$ cat src/rtl/clock_pkg.sv
// Purpose: constants shared by the clock top level and alarm_sounder (FSM encoding, tone/pattern defaults).
// Latency: n/a (package only).
// Backpressure: n/a.
package clock_pkg;

    // Alert sequencer state encoding.
    localparam logic [1:0] ST_IDLE  = 2'd0;
    localparam logic [1:0] ST_BEEP  = 2'd1;
    localparam logic [1:0] ST_GAP   = 2'd2;
    localparam logic [1:0] ST_PAUSE = 2'd3;

    // Defaults at a 1 kHz system clock.
    localparam int TONE_HALF_T_DEF = 1;      // 500 Hz timer tone
    localparam int TONE_HALF_A_DEF = 2;      // 250 Hz alarm tone
    localparam int BEEP_LEN_DEF    = 100;
    localparam int GAP_LEN_DEF     = 100;
    localparam int PAUSE_LEN_DEF   = 500;
    localparam int BEEPS_DEF       = 3;
    localparam int TIMEOUT_CYC_DEF = 60000;

    localparam int DUR_W = 16;

    // Pattern lengths must fit the 16-bit duration counter and be non-zero.
    function automatic bit is_len_ok(input int v);
        return (v >= 1) && (v < 65536);
    endfunction

    // Tone half-periods travel on a 2-bit bus into tone_gen.
    function automatic bit is_half_ok(input int v);
        return (v >= 1) && (v <= 3);
    endfunction

endpackage

$ cat src/rtl/tone_gen.sv
// Purpose: square-wave generator with a programmable half-period of 1..3 clk cycles.
// Latency: wave is registered; after clr it reads 0 and first toggles after `half` enabled cycles.
// Backpressure: none; en simply freezes the phase and counter.
//
// Ports: clk, rst (async, active-low), en (advance the tone), clr (restart phase/counter at 0,
//        has priority over en), half (half-period in cycles), wave (registered phase).
module tone_gen (
    input  logic       clk,
    input  logic       rst,
    input  logic       en,
    input  logic       clr,
    input  logic [1:0] half,
    output logic       wave
);

    logic [1:0] cnt;
    logic [1:0] half_m1;

    assign half_m1 = half - 2'd1;

    always_ff @(posedge clk or negedge rst) begin
        if (!rst) begin
            cnt  <= 2'd0;
            wave <= 1'b0;
        end else if (clr) begin
            cnt  <= 2'd0;
            wave <= 1'b0;
        end else if (en) begin
            if (cnt == half_m1) begin
                cnt  <= 2'd0;
                wave <= ~wave;
            end else begin
                cnt <= cnt + 2'd1;
            end
        end
    end

endmodule

$ cat src/rtl/alarm_sounder.sv
// Purpose: turns timer/alarm request levels into a repeating beep-burst on the piezo and red LED.
// Latency: 1 cycle from a sampled start/exit condition to all outputs; outputs decode registered state.
// Backpressure: none; the block free-runs while a request is held, stop edge or request low silences it.
//
// Ports: clk, rst (async, active-low), timer_req / alarm_req (request levels, timer wins a tie),
//        btn_stop (debounced, acts on rising edge), piezo_out (tone during BEEP), rgb_r (4'hF during
//        BEEP), active (any non-IDLE state).
// Build option: define ALARM_SOUNDER_TIMEOUT_EN to auto-silence after TIMEOUT_CYC active cycles.
module alarm_sounder
    import clock_pkg::*;
#(
    parameter int TONE_HALF_T = TONE_HALF_T_DEF,
    parameter int TONE_HALF_A = TONE_HALF_A_DEF,
    parameter int BEEP_LEN    = BEEP_LEN_DEF,
    parameter int GAP_LEN     = GAP_LEN_DEF,
    parameter int PAUSE_LEN   = PAUSE_LEN_DEF,
    parameter int BEEPS       = BEEPS_DEF,
    parameter int TIMEOUT_CYC = TIMEOUT_CYC_DEF
) (
    input  logic       clk,
    input  logic       rst,
    input  logic       timer_req,
    input  logic       alarm_req,
    input  logic       btn_stop,
    output logic       piezo_out,
    output logic [3:0] rgb_r,
    output logic       active
);

    localparam int IDX_W = $clog2(BEEPS + 1);

    localparam logic [DUR_W-1:0] BEEP_LAST  = DUR_W'(BEEP_LEN - 1);
    localparam logic [DUR_W-1:0] GAP_LAST   = DUR_W'(GAP_LEN - 1);
    localparam logic [DUR_W-1:0] PAUSE_LAST = DUR_W'(PAUSE_LEN - 1);
    localparam logic [IDX_W-1:0] IDX_LAST   = IDX_W'(BEEPS - 1);
    localparam logic [1:0]       HALF_T     = 2'(TONE_HALF_T);
    localparam logic [1:0]       HALF_A     = 2'(TONE_HALF_A);

    if (!is_len_ok(BEEP_LEN) || !is_len_ok(GAP_LEN) || !is_len_ok(PAUSE_LEN) ||
        !is_len_ok(BEEPS) || !is_half_ok(TONE_HALF_T) || !is_half_ok(TONE_HALF_A) ||
        (TIMEOUT_CYC < 1) || (TIMEOUT_CYC >= 131072)) begin : g_bad_param
        $error("alarm_sounder: parameter out of range");
    end

    logic [1:0]       state, state_nxt;
    logic [DUR_W-1:0] dur, dur_nxt;
    logic [IDX_W-1:0] beep_idx, idx_nxt;
    logic             req, req_d, stop_d, src_timer;
    logic             stop_edge, start, timeout, leave;
    logic             wave;

    assign req       = timer_req | alarm_req;
    assign stop_edge = btn_stop & ~stop_d;
    // A stop edge in the same cycle as a request edge keeps the block silent.
    assign start     = (state == ST_IDLE) & req & ~req_d & ~stop_edge;
    assign leave     = (state != ST_IDLE) & (stop_edge | ~req | timeout);

`ifdef ALARM_SOUNDER_TIMEOUT_EN
    localparam logic [16:0] TO_LAST = 17'(TIMEOUT_CYC - 1);
    logic [16:0] to_cnt;

    always_ff @(posedge clk or negedge rst) begin
        if (!rst)
            to_cnt <= 17'd0;
        else if (start)
            to_cnt <= 17'd0;
        else if (state != ST_IDLE)
            to_cnt <= to_cnt + 17'd1;
    end

    // Fires on the edge that would make the count reach TIMEOUT_CYC, so exactly
    // TIMEOUT_CYC cycles are spent outside IDLE.
    assign timeout = (to_cnt == TO_LAST);
`else
    assign timeout = 1'b0;
`endif

    always_comb begin
        state_nxt = state;
        dur_nxt   = dur;
        idx_nxt   = beep_idx;
        if (leave) begin
            state_nxt = ST_IDLE;
            dur_nxt   = '0;
            idx_nxt   = '0;
        end else begin
            case (state)
                ST_IDLE: begin
                    if (start) begin
                        state_nxt = ST_BEEP;
                        dur_nxt   = '0;
                        idx_nxt   = '0;
                    end
                end
                ST_BEEP: begin
                    if (dur == BEEP_LAST) begin
                        dur_nxt   = '0;
                        state_nxt = (beep_idx == IDX_LAST) ? ST_PAUSE : ST_GAP;
                    end else begin
                        dur_nxt = dur + DUR_W'(1);
                    end
                end
                ST_GAP: begin
                    if (dur == GAP_LAST) begin
                        dur_nxt   = '0;
                        idx_nxt   = beep_idx + IDX_W'(1);
                        state_nxt = ST_BEEP;
                    end else begin
                        dur_nxt = dur + DUR_W'(1);
                    end
                end
                ST_PAUSE: begin
                    if (dur == PAUSE_LAST) begin
                        dur_nxt   = '0;
                        idx_nxt   = '0;
                        state_nxt = ST_BEEP;
                    end else begin
                        dur_nxt = dur + DUR_W'(1);
                    end
                end
                default: state_nxt = ST_IDLE;
            endcase
        end
    end

    always_ff @(posedge clk or negedge rst) begin
        if (!rst) begin
            state     <= ST_IDLE;
            dur       <= '0;
            beep_idx  <= '0;
            req_d     <= 1'b0;
            stop_d    <= 1'b0;
            src_timer <= 1'b0;
        end else begin
            state    <= state_nxt;
            dur      <= dur_nxt;
            beep_idx <= idx_nxt;
            req_d    <= req;
            stop_d   <= btn_stop;
            // Source is frozen for the whole episode; later edges on the other input are ignored.
            if (start)
                src_timer <= timer_req;
        end
    end

    tone_gen u_tone (
        .clk  (clk),
        .rst  (rst),
        .en   (state == ST_BEEP),
        .clr  ((state_nxt == ST_BEEP) && (state != ST_BEEP)),
        .half (src_timer ? HALF_T : HALF_A),
        .wave (wave)
    );

    assign piezo_out = (state == ST_BEEP) & wave;
    assign rgb_r     = {4{state == ST_BEEP}};
    assign active    = (state != ST_IDLE);

endmodule

$ cat config.mk
export PLATFORM = sky130hd
export DESIGN_NAME = alarm_sounder
export DESIGN_NICKNAME = d
export VERILOG_FILES = /design/src/rtl/clock_pkg.sv /design/src/rtl/tone_gen.sv /design/src/rtl/alarm_sounder.sv
export SDC_FILE = /design/constraint.sdc
export NUM_CORES = 1
export LEC_CHECK = 0
export BUFFER_PORTS_ARGS = -buffer_cell sky130_fd_sc_hd__buf_2
export CAP_MARGIN = 15
export CORE_MARGIN = 3
export CORE_UTILIZATION = 50
export DETAILED_ROUTE_END_ITERATION = 6
export PLACE_DENSITY = 0.76
export RECOVER_POWER = 50
export SKIP_CTS_REPAIR_TIMING = 1
export SYNTH_ARGS = -nofsm -noshare
export SYNTH_HDL_FRONTEND = slang
export SYNTH_SLANG_ARGS = --single-unit
$ cat constraint.sdc
create_clock -name clk -period 3.5 [get_ports clk]
set_input_delay 0 -clock clk [delete_from_list [all_inputs] [get_ports clk]]
set_output_delay 0 -clock clk [all_outputs]
set_load 0.005 [all_outputs]
==> metrics.md, run 1 <==
| Metric | Value |
|---|---|
| Skew final | `0.00817 ns` |
| Mapped Cells | `173` |
| Max-slew headroom | `0.101` |
| Avg Cell Area, Syn | `9.10 sq um` |
| CTS tree | `done` |
| Max-Cap Viols | `0` |
| # setup viols final | `0` |
| Final std cells w/o fill | `225` |
| Num rows | `19` |
| PD cells | `501 nW/um^2` |
| Ys flop type | `dfrtp_1` |
| Max stage delay on crit path | `0.59 ns` |
| Share of cells above drive strength 1 | `0.104` |
| Seq pwr share | `0.419` |
| Die Width | `62.1 microns` |
| Max Buffers Root-to-Sink | `2` |
| Synth Cell Area | `1570 sq um` |
| Vias in the first global route | `1282` |
| Grt total ovfl | `0` |
| DR pass1 iterations | `4` |
| Startpoint Class | `register` |
| Pin count of the biggest net entering global routing | `27` |
| CTS Buf Count | `3` |
| R2r endpoint | `dur[8]` |
| Antenna violations before repair | `0` |
| Slew @ Worst Pin | `1.35 ns` |
| Commonest non-fill, non-tap cell in the layout | `dfrtp_1` |
| Critical path class | `reg2reg` |
| Final wirelength | `3.00 mm` |
| Detail Route Antenna Nets | `0` |
| Comb power frac | `0.339` |
| Setup_tns | `0 ns` |
| Via count | `1232` |
| Fmax | `393 MHz` |
| Worst Path Arrival | `2.76 ns` |
| Worst Path Required | `3.71 ns` |
| Sw Share | `0.335` |
| Seq cells post-synth | `26` |
| Area grow syn2layout | `9.06%` |
| Worst r2r src | `dur[3]` |
| Status | `completed` |
| Crit share post-route | `0.728` |
| Via density | `5.48` |
| Pint | `572 uW` |
| Clock share of power | `0.242` |
| Worst path slowest cell | `or4_4` |
| Drt wl/cell | `13.3 microns` |
| RSZ-0062 raised after global routing | `false` |
| Worst Path Buf+Inv | `0` |
| Port buffer count | `10` |
| Hold_sp | `btn_stop` |
| Placed Cells | `217` |
| GRT Util Overall | `0.171` |
| Clock Sinks | `26` |
| Clock root buffer | `clkbuf_4` |
| Critical path fanouts, max | `12` |
| R2R depth | `5` |
| Crit-path leading delay family | `compound AO/OA/AOI/OAI gates` |
| Syn Nets | `185` |
| Critical path launch point | `dur[3]` |
| YS warnings | `0` |
| Placer Congestion | `0.881` |
| Crit path capture type | `register` |
| Number of flops mapped to enable cells by yosys | `0` |
| CP Cell Sequence | `or4_4 -> o41ai_1 -> a211o_1 -> and2_1 -> o21ai_0` |
| Max H-tree Level | `1` |
| 1st-iter DRT viols | `76` |
| Max-slew violations | `0` |
| Hold Crit Class | `in2reg` |
| I/O pin total | `11` |
| Die area | `3860 sq um` |
| Final hold slack | `0.372 ns` |
| Clock Latency Late Sink | `0.32 ns` |
| Ant. Diodes | `0` |
| Core area | `2880 sq um` |
| First-pass GRT wire length | `5.50 mm` |
| DRC Markers | `0` |
| Synth cell types | `41` |
| Initial Util | `0.547` |
| Final Critical Period | `2.55 ns` |
| WHS Endpoint | `stop_d` |
| Clock Pin Slew Worst Setup and Hold Paths | `0.15 ns` |
| Commonest cells after routing, fill and taps aside | `26 x dfrtp_1, 21 x nor2_1, 15 x nand2_1` |
| Final Hold Fails | `0` |
| Sw Pwr | `288 uW` |
| Worst reg-to-reg setup slack | `0.95 ns` |
| HPWL Detailed | `2.28 mm` |
| Peak supply drop | `183 uV` |
| Die height | `62.1 microns` |
| LEAKAGE | `0.000785 uW` |
| Synth async-reset ratio | `1.00` |
| Hold depth | `2` |
| Nets | `196` |
| Sequential share of the synthesized area | `0.413` |
## power groups by stage
stage               clock network [uW]  registers [uW]  logic, uW
detailed placement                   0             367        290
finish                             208             360        291
CTS                                212             361        292
global placement                     0             364        283
floorplan                            0             359        251
global route                       231             366        336
## final cells by class
cell class	instances	area, sq um
tap	42	52.6
fill	257	1160
timing repair buffer	14	87.6
clock inverter	1	30.0
clock buffer	3	22.5
multi-input combinational	128	832
sequential	26	651
inverter	11	41.3
## sequential cells by signal (all words and copies together) (netlist names)
register / count
dur: 16
beep_idx: 2
state: 2
u_tone.cnt: 2
req_d: 1
src_timer: 1
stop_d: 1
u_tone.wave: 1
## cell families after synthesis
logic type / synth area share
simple gates: 0.290
flops: 0.413
compound gates: 0.0962
buf+inv: 0.0580
xor+xnor: 0.0723
fa+ha+maj: 0.0556
mux: 0.0143
## cells in the mapped netlist (5+ instances only)
cell,number,share of area
buf_4,5,0.024
and2_1,5,0.020
nand2_1,15,0.036
xor2_1,9,0.050
ha_1,7,0.056
nand3_1,8,0.025
o21ai_0,9,0.029
dfrtp_1,26,0.41
inv_1,11,0.026
nor2_1,21,0.050
## worst register-to-register path, delay by kind of cell, from the launching register on
kind	cells	cell delay, ns
and+or+nand+nor	2	0.99
AOI/OAI and AO/OA	3	1.01
DFF	1	0.44
## worst max-delay path by stage
stage                          endpoint  cells past startpoint
after detailed placement         dur[8]                      5
after CTS                        dur[8]                      5
after global placement           dur[8]                      5
after floorplan           u_tone.cnt[1]                      6
final                            dur[8]                      5
after global routing             dur[8]                      5
## through the flow
stage / area (sq um) / setup slack [ns] / total power [uW] / utilization
floorplan: 1570 / 1.32 / 611 / -
global placement: 1630 / 1.02 / 647 / 0.565
detailed placement: 1630 / 0.965 / 656 / 0.565
CTS: 1680 / 0.943 / 865 / 0.584
global route: 1720 / 0.712 / 933 / 0.597
finish: 1720 / 0.953 / 860 / 0.597
## metal layers
layer	global-route usage	vias up	part of all wire
met1	0.216	601	0.46
met2	0.309	15	0.51
met4	0.0497	0	0.0063
met3	0.0198	2	0.021
li1	-	614	-
met5	0	-	0
Power figures use the tool's default switching activity.
==> run 2: changes to the inputs <==
--- a/config.mk
+++ b/config.mk
@@ -5,6 +5,7 @@
 export SDC_FILE = /design/constraint.sdc
 export NUM_CORES = 1
 export LEC_CHECK = 0
+export ABC_AREA = 1
 export BUFFER_PORTS_ARGS = -buffer_cell sky130_fd_sc_hd__buf_2
 export CAP_MARGIN = 15
 export CORE_MARGIN = 3
==> constraint.sdc (replaced) <==
create_clock -name clk -period 2.6 [get_ports clk]
set_input_delay 0 -clock clk [delete_from_list [all_inputs] [get_ports clk]]
set_output_delay 0 -clock clk [all_outputs]
set_load 0.005 [all_outputs]
==> metrics.md, run 2 <==
| Metric | Value |
|---|---|
| Worst Path Arrival | `2.17 ns (-0.59 ns)` |
| YS warnings | `0 (unchanged)` |
| Drt wl/cell | `11.0 microns (-17%)` |
| Final Critical Period | `1.93 ns (-0.622 ns)` |
| Die area | `3990 sq um (+3.4%)` |
| Max H-tree Level | `1 (unchanged)` |
| Most frequent cell after synthesis | `nand2_1` |
| Status | `completed` |
| Synth async-reset ratio | `1.00 (unchanged)` |
| Setup_tns | `0 ns (unchanged)` |
| Crit path capture type | `register` |
| Post-synth top area share | `0.398 (-0.0149)` |
| Placement Setup Slack | `0.696 ns (-0.269 ns)` |
| Initial Util | `0.530 (-0.0167)` |
| Max Buffers Root-to-Sink | `2 (unchanged)` |
| Worst Path Buf+Inv | `3 (+3)` |
| Detail Route Antenna Nets | `0 (unchanged)` |
| Hold depth | `2 (unchanged)` |
| Clock Pin Slew Worst Setup and Hold Paths | `0.14 ns (about the same)` |
| GRT Util Overall | `0.166 (-0.00507)` |
| Nets | `245 (+25%)` |
| Sequential share of the synthesized area | `0.398 (-0.0149)` |
| Final Core Density | `0.574 (-0.0232)` |
| Worst path slowest cell | `dfrtp_1` |
| Critical path fanouts, max | `14 (+2)` |
| Clock Sinks | `26 (unchanged)` |
| Synth cell count leaders | `48 x nand2_1, 32 x inv_1, 28 x nor2_1, 26 x dfrtp_1, 17 x nand3_1` |
| R2R depth | `10 (+5)` |
| Placer Congestion | `0.841 (-4.5%)` |
| Crit share post-route | `0.740 (+0.0127)` |
| PD cells | `837 nW/um^2 (+67%)` |
| Final wirelength | `3.02 mm (+0.87%)` |
| Fmax | `519 MHz (+32%)` |
| CP dominant cell by count | `inv_1` |
| Max-slew headroom | `0.110 (+0.00924)` |
| DRC Markers | `0 (unchanged)` |
| Final Hold Fails | `0 (unchanged)` |
| Number of flops mapped to enable cells by yosys | `0 (unchanged)` |
| CTS tree | `done` |
| Number of flip-flops in the largest register | `16 (unchanged)` |
| RSZ-0062 raised after global routing | `false` |
| Filler instances | `300 (+17%)` |
| Vias in the first global route | `1258 (-1.9%)` |
| Leading area contributor after synthesis | `dfrtp_1` |
| HPWL Detailed | `2.29 mm (+0.52%)` |
| Worst setup margin | `0.675 ns (-0.278 ns)` |
| Max-Cap Viols | `0 (unchanged)` |
| Grt total ovfl | `0 (unchanged)` |
| Commonest cells after routing, fill and taps aside | `48 x nand2_1, 32 x inv_1, 28 x nor2_1` |
| Share of cells above drive strength 1 | `0.134 (+0.0304)` |
| Via count | `1362 (+11%)` |
| CP Cell Sequence | `inv_1 -> ha_1 -> inv_1 -> nor2_2 -> nand2_2 -> nand2_4 -> inv_2 -> nor2_1 -> nand2_1 -> a211oi_1` |
| Mapped Cells | `218 (+26%)` |
| CTS Buf Count | `3 (unchanged)` |
| Core area | `3080 sq um (+7.0%)` |
| Slew @ Worst Pin | `1.34 ns (-0.0139 ns)` |
| R2r endpoint | `dur[7]` |
| Top reg by flops | `dur` |
| Clock Latency Late Sink | `0.32 ns (about the same)` |
| Max stage delay on crit path | `0.43 ns (-0.16 ns)` |
| Clock root buffer | `clkbuf_4` |
| DR pass1 iterations | `5 (+1)` |
| Die Width | `63.1 microns (+1.7%)` |
| Worst reg-to-reg setup slack | `0.67 ns (-0.28 ns)` |
| 1st-iter DRT viols | `63 (-17%)` |
| Num rows | `20 (+1)` |
| Startpoint Class | `register` |
| Worst r2r src | `state[0]` |
| Area grow syn2layout | `8.12%` |
| Die height | `63.1 microns (+1.7%)` |
| Synth Cell Area | `1630 sq um (+3.7%)` |
| First-pass GRT wire length | `5.42 mm (-1.4%)` |
| Ant. Diodes | `0 (unchanged)` |
| Worst Path Required | `2.84 ns (-0.87 ns)` |
| Synth top area cells | `dfrtp_1 40%, nand2_1 11%, inv_1 7.4%` |
| Port buffer count | `10 (unchanged)` |
| Ys flop type | `dfrtp_1` |
| Hold_sp | `btn_stop` |
| Syn Nets | `230 (+24%)` |
| Seq cells post-synth | `26 (unchanged)` |
| Avg Cell Area, Syn | `7.49 sq um (-18%)` |
| LEAKAGE | `0.000912 uW (+16%)` |
| Antenna violations before repair | `0 (unchanged)` |
| Crit-path leading delay family | `simple AND/OR/NAND/NOR gates` |
| I/O pin total | `11 (unchanged)` |
| Via density | `4.95 (-9.5%)` |
| Critical path class | `reg2reg` |
| Synth cell types | `27 (-34%)` |
| Hold Crit Class | `in2reg` |
| WHS Endpoint | `stop_d` |
| Skew final | `0.00614 ns (-0.00203 ns)` |
| Pin count of the biggest net entering global routing | `27 (unchanged)` |
| # setup viols final | `0 (unchanged)` |
| Peak supply drop | `407 uV (+120%)` |
| Commonest non-fill, non-tap cell in the layout | `nand2_1` |
| Max-slew violations | `0 (unchanged)` |
[run 2: report_power, final]
part | total [uW] | switching [uW] | internal (uW) | leakage (uW)
Clock | 169 | 115 | 54.3 | 0.0000138
Sequential | 521 | 48.6 | 473 | 0.000347
Combinational | 788 | 524 | 264 | 0.000552
[run 2: kinds of logic after synthesis]
kind of cell	count (synthesis)	share of synthesized area
flops	26	0.398
simple gates	115	0.323
buf+inv	40	0.106
xor+xnor	4	0.0215
compound gates	26	0.0973
fa+ha+maj	7	0.0536
[run 2: how the worst max path moves through the flow]
stage,startpoint,endpoint,depth (start not counted)
after floorplan,state[0],dur[8],12
after detailed placement,state[0],dur[9],10
after CTS,state[1],dur[7],10
after global placement,state[1],dur[14],11
final,state[0],dur[7],10
after global routing,state[0],dur[9],10
[run 2: per-layer routing]
| layer | track usage | share of wire | vias up |
|---|---|---|---|
| li1 | - | - | 705 |
| met1 | 0.232 | 0.50 | 630 |
| met2 | 0.273 | 0.47 | 22 |
| met3 | 0.0160 | 0.020 | 5 |
| met4 | 0.0496 | 0.015 | 0 |
| met5 | 0 | 0 | - |
[run 2: layout make-up]
cell class	count	area, sq um	area share
Sequential cell	26	651	0.369
Multi-Input combinational cell	152	810	0.459
Tap cell	44	55.1	0.0312
Inverter	35	131	0.0744
Clock buffer	3	22.5	0.0128
Timing Repair Buffer	15	96.3	0.0546
[run 2: per-stage QoR]
| stage | hold slack, ns | instance area [sq um] | power [uW] | std cells |
|---|---|---|---|---|
| floorplan | -0.296 | 1630 | 1180 | 218 |
| global placement | 0.0315 | 1700 | 1300 | 267 |
| detailed placement | 0.0373 | 1700 | 1310 | 267 |
| CTS | -0.323 | 1720 | 1480 | 270 |
| global route | 0.374 | 1770 | 1650 | 275 |
| finish | 0.368 | 1770 | 1480 | 275 |
